**src/rtl/ddr4_dqsw_training_ctrl.sv**
```systemverilog
//-----------------------------------------------------------------------------
// ddr4_dqsw_training_ctrl
//
// Fabric-side write-leveling (DQSW) controller for one DDR4 lane. While
// training, it toggles DQS through the IOD. It reloads the delay line and then
// steps it one tap at a time. At each tap it takes a majority vote of the DQ
// feedback, and it stops at the first 0->1 transition of the voted feedback.
//
// Ports
//   FAB_CLK                    fabric clock, all logic on the rising edge
//   RESET                      synchronous, active-high reset
//   START                      one-cycle request to begin (ignored while BUSY)
//   RX_DATA_0[1:0]             IOD receive data; bit 0 is DQ level feedback
//   EYE_MONITOR_EARLY_0/LATE_0 IOD eye-monitor flags
//   DELAY_LINE_OUT_OF_RANGE_0  IOD delay-line saturation; aborts training
//   TX_DATA_0/OE_DATA_0        DQS pattern / output enable (active when BUSY)
//   DELAY_LINE_LOAD_0          one-cycle pulse, reload default delay
//   DELAY_LINE_MOVE_0          one-cycle pulse, step delay by one tap
//   DELAY_LINE_DIRECTION_0     step direction, 1 = increment
//   EYE_MONITOR_CLEAR_FLAGS_0  one-cycle pulse, clear the eye-monitor flags
//   BUSY                       training in progress
//   TRAIN_DONE / TRAIN_ERR     sticky success / failure
//   TAP_RESULT                 tap count captured at DONE or ERROR
//   EYE_STATUS[1:0]            {late, early} seen in the last sample window
//-----------------------------------------------------------------------------
`timescale 1ns/1ps

module ddr4_dqsw_training_ctrl #(
  parameter int TAP_WIDTH     = 7,
  parameter int MAX_TAPS      = 127,
  parameter int SETTLE_CYCLES = 8,
  parameter int SAMPLES       = 4
) (
  input  logic                 FAB_CLK,
  input  logic                 RESET,
  input  logic                 START,
  input  logic [1:0]           RX_DATA_0,
  input  logic                 EYE_MONITOR_EARLY_0,
  input  logic                 EYE_MONITOR_LATE_0,
  input  logic                 DELAY_LINE_OUT_OF_RANGE_0,
  output logic [1:0]           TX_DATA_0,
  output logic [1:0]           OE_DATA_0,
  output logic                 DELAY_LINE_LOAD_0,
  output logic                 DELAY_LINE_MOVE_0,
  output logic                 DELAY_LINE_DIRECTION_0,
  output logic                 EYE_MONITOR_CLEAR_FLAGS_0,
  output logic                 BUSY,
  output logic                 TRAIN_DONE,
  output logic                 TRAIN_ERR,
  output logic [TAP_WIDTH-1:0] TAP_RESULT,
  output logic [1:0]           EYE_STATUS
);

  // One phase counter serves both the settle wait and the sample window.
  localparam int CNT_MAX = (SETTLE_CYCLES > SAMPLES) ? SETTLE_CYCLES : SAMPLES;
  localparam int CNT_W   = $clog2(CNT_MAX) + 1;
  localparam int ONES_W  = $clog2(SAMPLES + 1);

  localparam logic [CNT_W-1:0]     SETTLE_LAST = CNT_W'(SETTLE_CYCLES - 1);
  localparam logic [CNT_W-1:0]     SAMPLE_LAST = CNT_W'(SAMPLES - 1);
  localparam logic [ONES_W-1:0]    VOTE_THRESH = ONES_W'(SAMPLES / 2);
  localparam logic [TAP_WIDTH-1:0] LAST_TAP    = TAP_WIDTH'(MAX_TAPS);

  typedef enum logic [3:0] {
    S_IDLE,
    S_LOAD,
    S_CLEAR,
    S_SETTLE,
    S_SAMPLE,
    S_EVAL,
    S_STEP,
    S_DONE,
    S_ERROR
  } state_t;

  state_t                state;
  state_t                next_state;
  logic [TAP_WIDTH-1:0]  tap_cnt;
  logic [CNT_W-1:0]      phase_cnt;
  logic [ONES_W-1:0]     ones_cnt;
  logic [1:0]            eye_acc;
  logic                  prev_fb;
  logic                  prev_fb_valid;

  logic                  fb;
  logic                  found_edge;
  logic                  oor;

  // Only bit 0 of the receive bus carries write-level feedback.
  logic                  unused_rx_msb;
  assign unused_rx_msb = RX_DATA_0[1];

  // A tie in the vote counts as 0.
  assign fb         = (ones_cnt > VOTE_THRESH);
  // A success needs a 0 seen first, so an initial 1 never wins.
  assign found_edge = prev_fb_valid & ~prev_fb & fb;
  assign oor        = DELAY_LINE_OUT_OF_RANGE_0;

  //---------------------------------------------------------------------------
  // Next state and state-decoded outputs
  //---------------------------------------------------------------------------
  always_comb begin
    // NOTE: every signal gets a default before the case so no path leaves
    // one unassigned; an unassigned path in always_comb infers a latch.
    next_state                = state;
    BUSY                      = 1'b0;
    DELAY_LINE_LOAD_0         = 1'b0;
    DELAY_LINE_MOVE_0         = 1'b0;
    EYE_MONITOR_CLEAR_FLAGS_0 = 1'b0;

    case (state)
      S_IDLE, S_DONE, S_ERROR: begin
        if (START) next_state = S_LOAD;
      end
      S_LOAD: begin
        BUSY              = 1'b1;
        DELAY_LINE_LOAD_0 = 1'b1;
        next_state        = S_CLEAR;
      end
      S_CLEAR: begin
        BUSY                      = 1'b1;
        EYE_MONITOR_CLEAR_FLAGS_0 = 1'b1;
        next_state                = S_SETTLE;
      end
      S_SETTLE: begin
        BUSY = 1'b1;
        if (oor)                           next_state = S_ERROR;
        else if (phase_cnt == SETTLE_LAST) next_state = S_SAMPLE;
      end
      S_SAMPLE: begin
        BUSY = 1'b1;
        if (oor)                           next_state = S_ERROR;
        else if (phase_cnt == SAMPLE_LAST) next_state = S_EVAL;
      end
      S_EVAL: begin
        BUSY = 1'b1;
        // Saturation outranks the feedback decision.
        if (oor)                      next_state = S_ERROR;
        else if (found_edge)          next_state = S_DONE;
        else if (tap_cnt == LAST_TAP) next_state = S_ERROR;
        else                          next_state = S_STEP;
      end
      S_STEP: begin
        BUSY              = 1'b1;
        DELAY_LINE_MOVE_0 = 1'b1;
        next_state        = S_CLEAR;
      end
      default: next_state = S_IDLE;
    endcase
  end

  // The delay line only ever steps upward, and DQS toggles once per clock
  // for the whole run.
  assign DELAY_LINE_DIRECTION_0 = BUSY;
  assign TX_DATA_0              = BUSY ? 2'b01 : 2'b00;
  assign OE_DATA_0              = BUSY ? 2'b11 : 2'b00;

  //---------------------------------------------------------------------------
  // State register
  //---------------------------------------------------------------------------
  always_ff @(posedge FAB_CLK) begin
    // NOTE: sequential state uses non-blocking assignments so every register
    // samples the pre-edge values regardless of statement order.
    if (RESET) state <= S_IDLE;
    else       state <= next_state;
  end

  //---------------------------------------------------------------------------
  // Datapath: counters, vote, sticky results
  //---------------------------------------------------------------------------
  always_ff @(posedge FAB_CLK) begin
    if (RESET) begin
      tap_cnt       <= '0;
      phase_cnt     <= '0;
      ones_cnt      <= '0;
      eye_acc       <= '0;
      prev_fb       <= 1'b0;
      prev_fb_valid <= 1'b0;
      TRAIN_DONE    <= 1'b0;
      TRAIN_ERR     <= 1'b0;
      TAP_RESULT    <= '0;
      EYE_STATUS    <= '0;
    end else begin
      case (state)
        S_IDLE, S_DONE, S_ERROR: begin
          if (START) begin
            TRAIN_DONE <= 1'b0;
            TRAIN_ERR  <= 1'b0;
          end
        end
        S_LOAD: begin
          tap_cnt       <= '0;
          prev_fb       <= 1'b0;
          prev_fb_valid <= 1'b0;
        end
        S_CLEAR: begin
          // Start each tap with a fresh settle count, vote and eye window.
          phase_cnt <= '0;
          ones_cnt  <= '0;
          eye_acc   <= '0;
        end
        S_SETTLE: begin
          phase_cnt <= (phase_cnt == SETTLE_LAST) ? '0 : phase_cnt + CNT_W'(1);
        end
        S_SAMPLE: begin
          phase_cnt <= phase_cnt + CNT_W'(1);
          ones_cnt  <= ones_cnt + ONES_W'(RX_DATA_0[0]);
          eye_acc   <= eye_acc | {EYE_MONITOR_LATE_0, EYE_MONITOR_EARLY_0};
        end
        S_EVAL: begin
          EYE_STATUS    <= eye_acc;
          prev_fb       <= fb;
          prev_fb_valid <= 1'b1;
        end
        S_STEP: begin
          tap_cnt <= tap_cnt + TAP_WIDTH'(1);
        end
        default: ;
      endcase

      if (next_state == S_DONE && state != S_DONE) begin
        TRAIN_DONE <= 1'b1;
        TAP_RESULT <= tap_cnt;
      end
      if (next_state == S_ERROR && state != S_ERROR) begin
        TRAIN_ERR  <= 1'b1;
        TAP_RESULT <= tap_cnt;
      end
    end
  end

endmodule

```
**config.mk**
```make
export PLATFORM = sky130hd
export DESIGN_NAME = ddr4_dqsw_training_ctrl
export DESIGN_NICKNAME = d
export VERILOG_FILES = /design/src/rtl/ddr4_dqsw_training_ctrl.sv
export SDC_FILE = /design/constraint.sdc
export NUM_CORES = 1
export LEC_CHECK = 0
export BUFFER_PORTS_ARGS = -buffer_cell sky130_fd_sc_hd__buf_2
export CAP_MARGIN = 25
export CELL_PAD_IN_SITES_DETAIL_PLACEMENT = 0
export CELL_PAD_IN_SITES_GLOBAL_PLACEMENT = 1
export CORE_ASPECT_RATIO = 1.2
export CORE_MARGIN = 2
export CORE_UTILIZATION = 42
export DETAILED_ROUTE_END_ITERATION = 7
export PLACE_DENSITY = 0.83
export SYNTH_ARGS = -nofsm -noshare
export SYNTH_HDL_FRONTEND = slang
export SYNTH_SLANG_ARGS = --single-unit
```
**constraint.sdc**
```tcl
create_clock -name FAB_CLK -period 2.15 [get_ports FAB_CLK]
set_clock_uncertainty 0.1 [all_clocks]
set_input_delay 0.1075 -clock FAB_CLK [delete_from_list [all_inputs] [get_ports FAB_CLK]]
set_output_delay 0.1075 -clock FAB_CLK [all_outputs]
set_load 0.01 [all_outputs]
```
==> results.md <==
- Synth Warn #: 0
- Worst EP required: ~2.2 ns
- FF-to-FF Start: tap_cnt[0]
- Post-synth ARST share: 0
- Global-route wire length before repair: roughly 6.3 mm
- Pre-antenna DRT Iters: 4
- Synth Net Count: 225
- #FFs+latches synth: 33
- Port bufs: 25
- Worst setup margin: 0.230 ns
- Max cap viols: 0
- RSZ-0062 raised after global routing: no
- Drt total wl: 3.57 mm
- Status: finished clean
- Clk buf depth: 2
- Critical path endpoint category: flip-flop
- Post-Synth Simple-Gate Area: 0.296
- Final hold vios: 0
- CTS tree: built
- Tot Pwr: 1280 uW
- Slew Viols, Final: 0
- CTS Hold Bufs: 0
- Initial DRC Count: 51
- Total congestion overflow: 0
- Yosys cell types: 50
- Placed Instances: 285
- # IOs: 28
- Final worst path period need: 1.92 ns
- Syn Inst Count: 213
- Leak Pwr: 0.000842 uW
- Core Box Area: 4230 um^2
- Area contributors post-synth: dfxtp_1 (36%), nand2b_1 (7.1%), a21oi_1 (5.4%), mux2i_1 (3.8%), nor2_1 (3.5%)
- # rows: 26
- Synth top area share: 0.358
- Largest area contributor in the netlist: dfxtp_1
- Layout cells sized above 1: 0.236
- Hold Crit Class: in2reg
- Pwr dens: between 600 and 700 nW/um^2
- Achievable Freq: 0.521 GHz
- Vias per inst: approximately 5.2
- CP endpoint: state[3]
- Setup bufs post-CTS: 0
- Reg2Reg Setup Slack: 0.23 ns
- Fin nets: ~250
- Post-Layout Cell Count: 293
- Fin util: 0.494
- Final setup TNS: 0 ns
- Critical path class: reg2reg
- Area Overhead vs Synth: 13.3%
- Routability cong.: 0.832
- Worst slack at placement: about 0.23 ns
- Crit path launch type: flip-flop
- Largest net degree at the start of global routing: 26
- Clk Latency, worst-skew pair: 0.28 ns
- DP Wirelength: ~2.6 mm
- CP Cell Sequence: ha_1, nand4_1, a311oi_4, o21ai_1, a2111oi_1
- EDFF count, synth: 0
- Initial Util: 0.436
- Initial antenna violation count: 0
- Sequential fraction of the synthesis area: 0.358
- Critical path startpoint: tap_cnt[0]
- Mux contribution to synthesized area: 0.0563
- R2R cell count: 5
- Gr usage total: 0.161
- Final antenna-violating net count: 0
- R2r endpoint: state[3]
- Avg Synthesized Cell Area: 8.66 um^2
- Xor and xnor area share after synthesis: 0.00475
- Clock H-tree levels: 2
- Compound-Gate Fraction of Synth Area: 0.180
- Max FO, Critical Path: 6
- Most used DFF post-synth: dfxtp_1
- CTS clk-pin slew, worst paths: 0.06 ns
- Drt wl/cell: approximately 12 um
- Number of global-route vias before repair: approximately 1,400
- Tcrit/Tclk final: 0.893
- IR drop worst, VDD: roughly 0.00037 V
- Num CTS Buffers: 5
- DR vias: 1,536
- Die X: 64.5 um
- Die Area: 4940 um^2
- TritonCTS sink count: 33
- Die height: 76.6 um
- Setup violators final: 0
- Drt drc: 0
- CTS resizes: 0
- Cell Area, Synth: 1840 um^2
- Slowest Stage Delay on Critical Path: 0.44 ns
- Synth Area in Adders: 0.0271
- Main combinational cell family by area after synthesis: simple AND/OR/NAND/NOR gates
- Antenna diodes: 0
- CTS Root Cell: clkbuf_8
- Max stage delay cell, worst path: a311oi_4
- Critical path arrival: 1.99 ns
synthesized netlist by cell type (3+ instances only):
cell and count:
mux2_2 3, nand2b_1 21, nand3b_1 3, o21ai_1 4, a311oi_1 3, nor3_1 9, a21oi_1 20, nor2_1 17
mux2i_1 7, clkbuf_1 7, ha_1 4, inv_1 4, a22oi_1 3, buf_4 7, buf_2 5, nand2_1 16
nand3_1 5, dfxtp_1 33, o21ai_0 4
cell usage in the layout, fill, tap and decap left out, types with 3 or more instances in the layout:
| cell type | synthesis | final |
|---|---|---|
| dfxtp_1 | 33 | 33 |
| buf_2 | 5 | 25 |
| nand2b_1 | 21 | 21 |
| a21oi_1 | 20 | 20 |
| nor2_1 | 17 | 17 |
| nand2_1 | 16 | 16 |
| buf_4 | 7 | 11 |
| nor3_1 | 9 | 9 |
| mux2i_1 | 7 | 7 |
| nand3_1 | 5 | 5 |
| clkbuf_8 | 0 | 5 |
| inv_1 | 4 | 4 |
| o21ai_1 | 4 | 4 |
| o21ai_0 | 4 | 4 |
| ha_1 | 4 | 4 |
| mux2_2 | 3 | 3 |
| a311oi_1 | 3 | 3 |
| nand3b_1 | 3 | 3 |
| a22oi_1 | 3 | 3 |
per-stage QoR:
stage               area [um^2]  hold slack, ns
finish                     2090         0.00477
CTS                        2090          0.0108
global placement           2010           0.285
global route               2090          0.0647
detailed placement         2010           0.304
floorplan                  1840           0.184
state kept, by name (all words and copies together) (netlist names):
name,cells
EYE_STATUS,2
TAP_RESULT,7
TRAIN_DONE,1
TRAIN_ERR,1
eye_acc,2
ones_cnt,3
phase_cnt,4
prev_fb,1
prev_fb_valid,1
state,4
tap_cnt,7
layout make-up:
type                       count  area, um^2
inverter                       6        22.5
multi-input combinational    154        1050
clock inverter                 2        10.0
timing repair buffer          36         208
tap                           56        70.1
sequential                    33         661
fill                         445        2140
clock buffer                   6        72.6
cells by family after synthesis:
kind of cell,after synthesis
simple gates,90
compound gates,48
flops,33
buf+inv,26
mux,10
fa+ha+maj,4
other cells,1
xor+xnor,1
per-layer routing:
metal | wire length (um) | GRT usage | vias to the layer above | part of all wire
met5 | 0 | 0 | - | 0
met4 | 46 | 0.0617 | 0 | 0.013
met3 | 140 | 0.0443 | 5 | 0.039
met2 | 1650 | 0.246 | 26 | 0.46
met1 | 1730 | 0.214 | 705 | 0.48
li1 | - | - | 800 | -
power breakdown:
group | switching (uW) | leakage, uW | internal (uW)
clock network | 210 | 0.0000450 | 224
registers | 18.5 | 0.000266 | 620
logic | 117 | 0.000531 | 90.7
worst max-delay path: cells and delay by family, from the launching register on:
kind | cells | cell delay [ns]
AOI/OAI and AO/OA | 3 | 0.91
DFF | 1 | 0.42
adders and majority gates | 1 | 0.22
and+or+nand+nor | 1 | 0.16
how the worst min path moves through the flow:
| stage | start | end | slack [ns] | cells after the start |
|---|---|---|---|---|
| after floorplan | DELAY_LINE_OUT_OF_RANGE_0 | state[2] | 0.18 | 3 |
| after global placement | EYE_MONITOR_EARLY_0 | eye_acc[0] | 0.29 | 3 |
| after detailed placement | EYE_MONITOR_LATE_0 | eye_acc[1] | 0.30 | 3 |
| after CTS | EYE_MONITOR_LATE_0 | eye_acc[1] | 0.01 | 3 |
| after global routing | EYE_MONITOR_EARLY_0 | eye_acc[0] | 0.06 | 3 |
| final | EYE_MONITOR_LATE_0 | eye_acc[1] | 0.005 | 3 |
No activity file was read; power rests on OpenSTA's default activity.
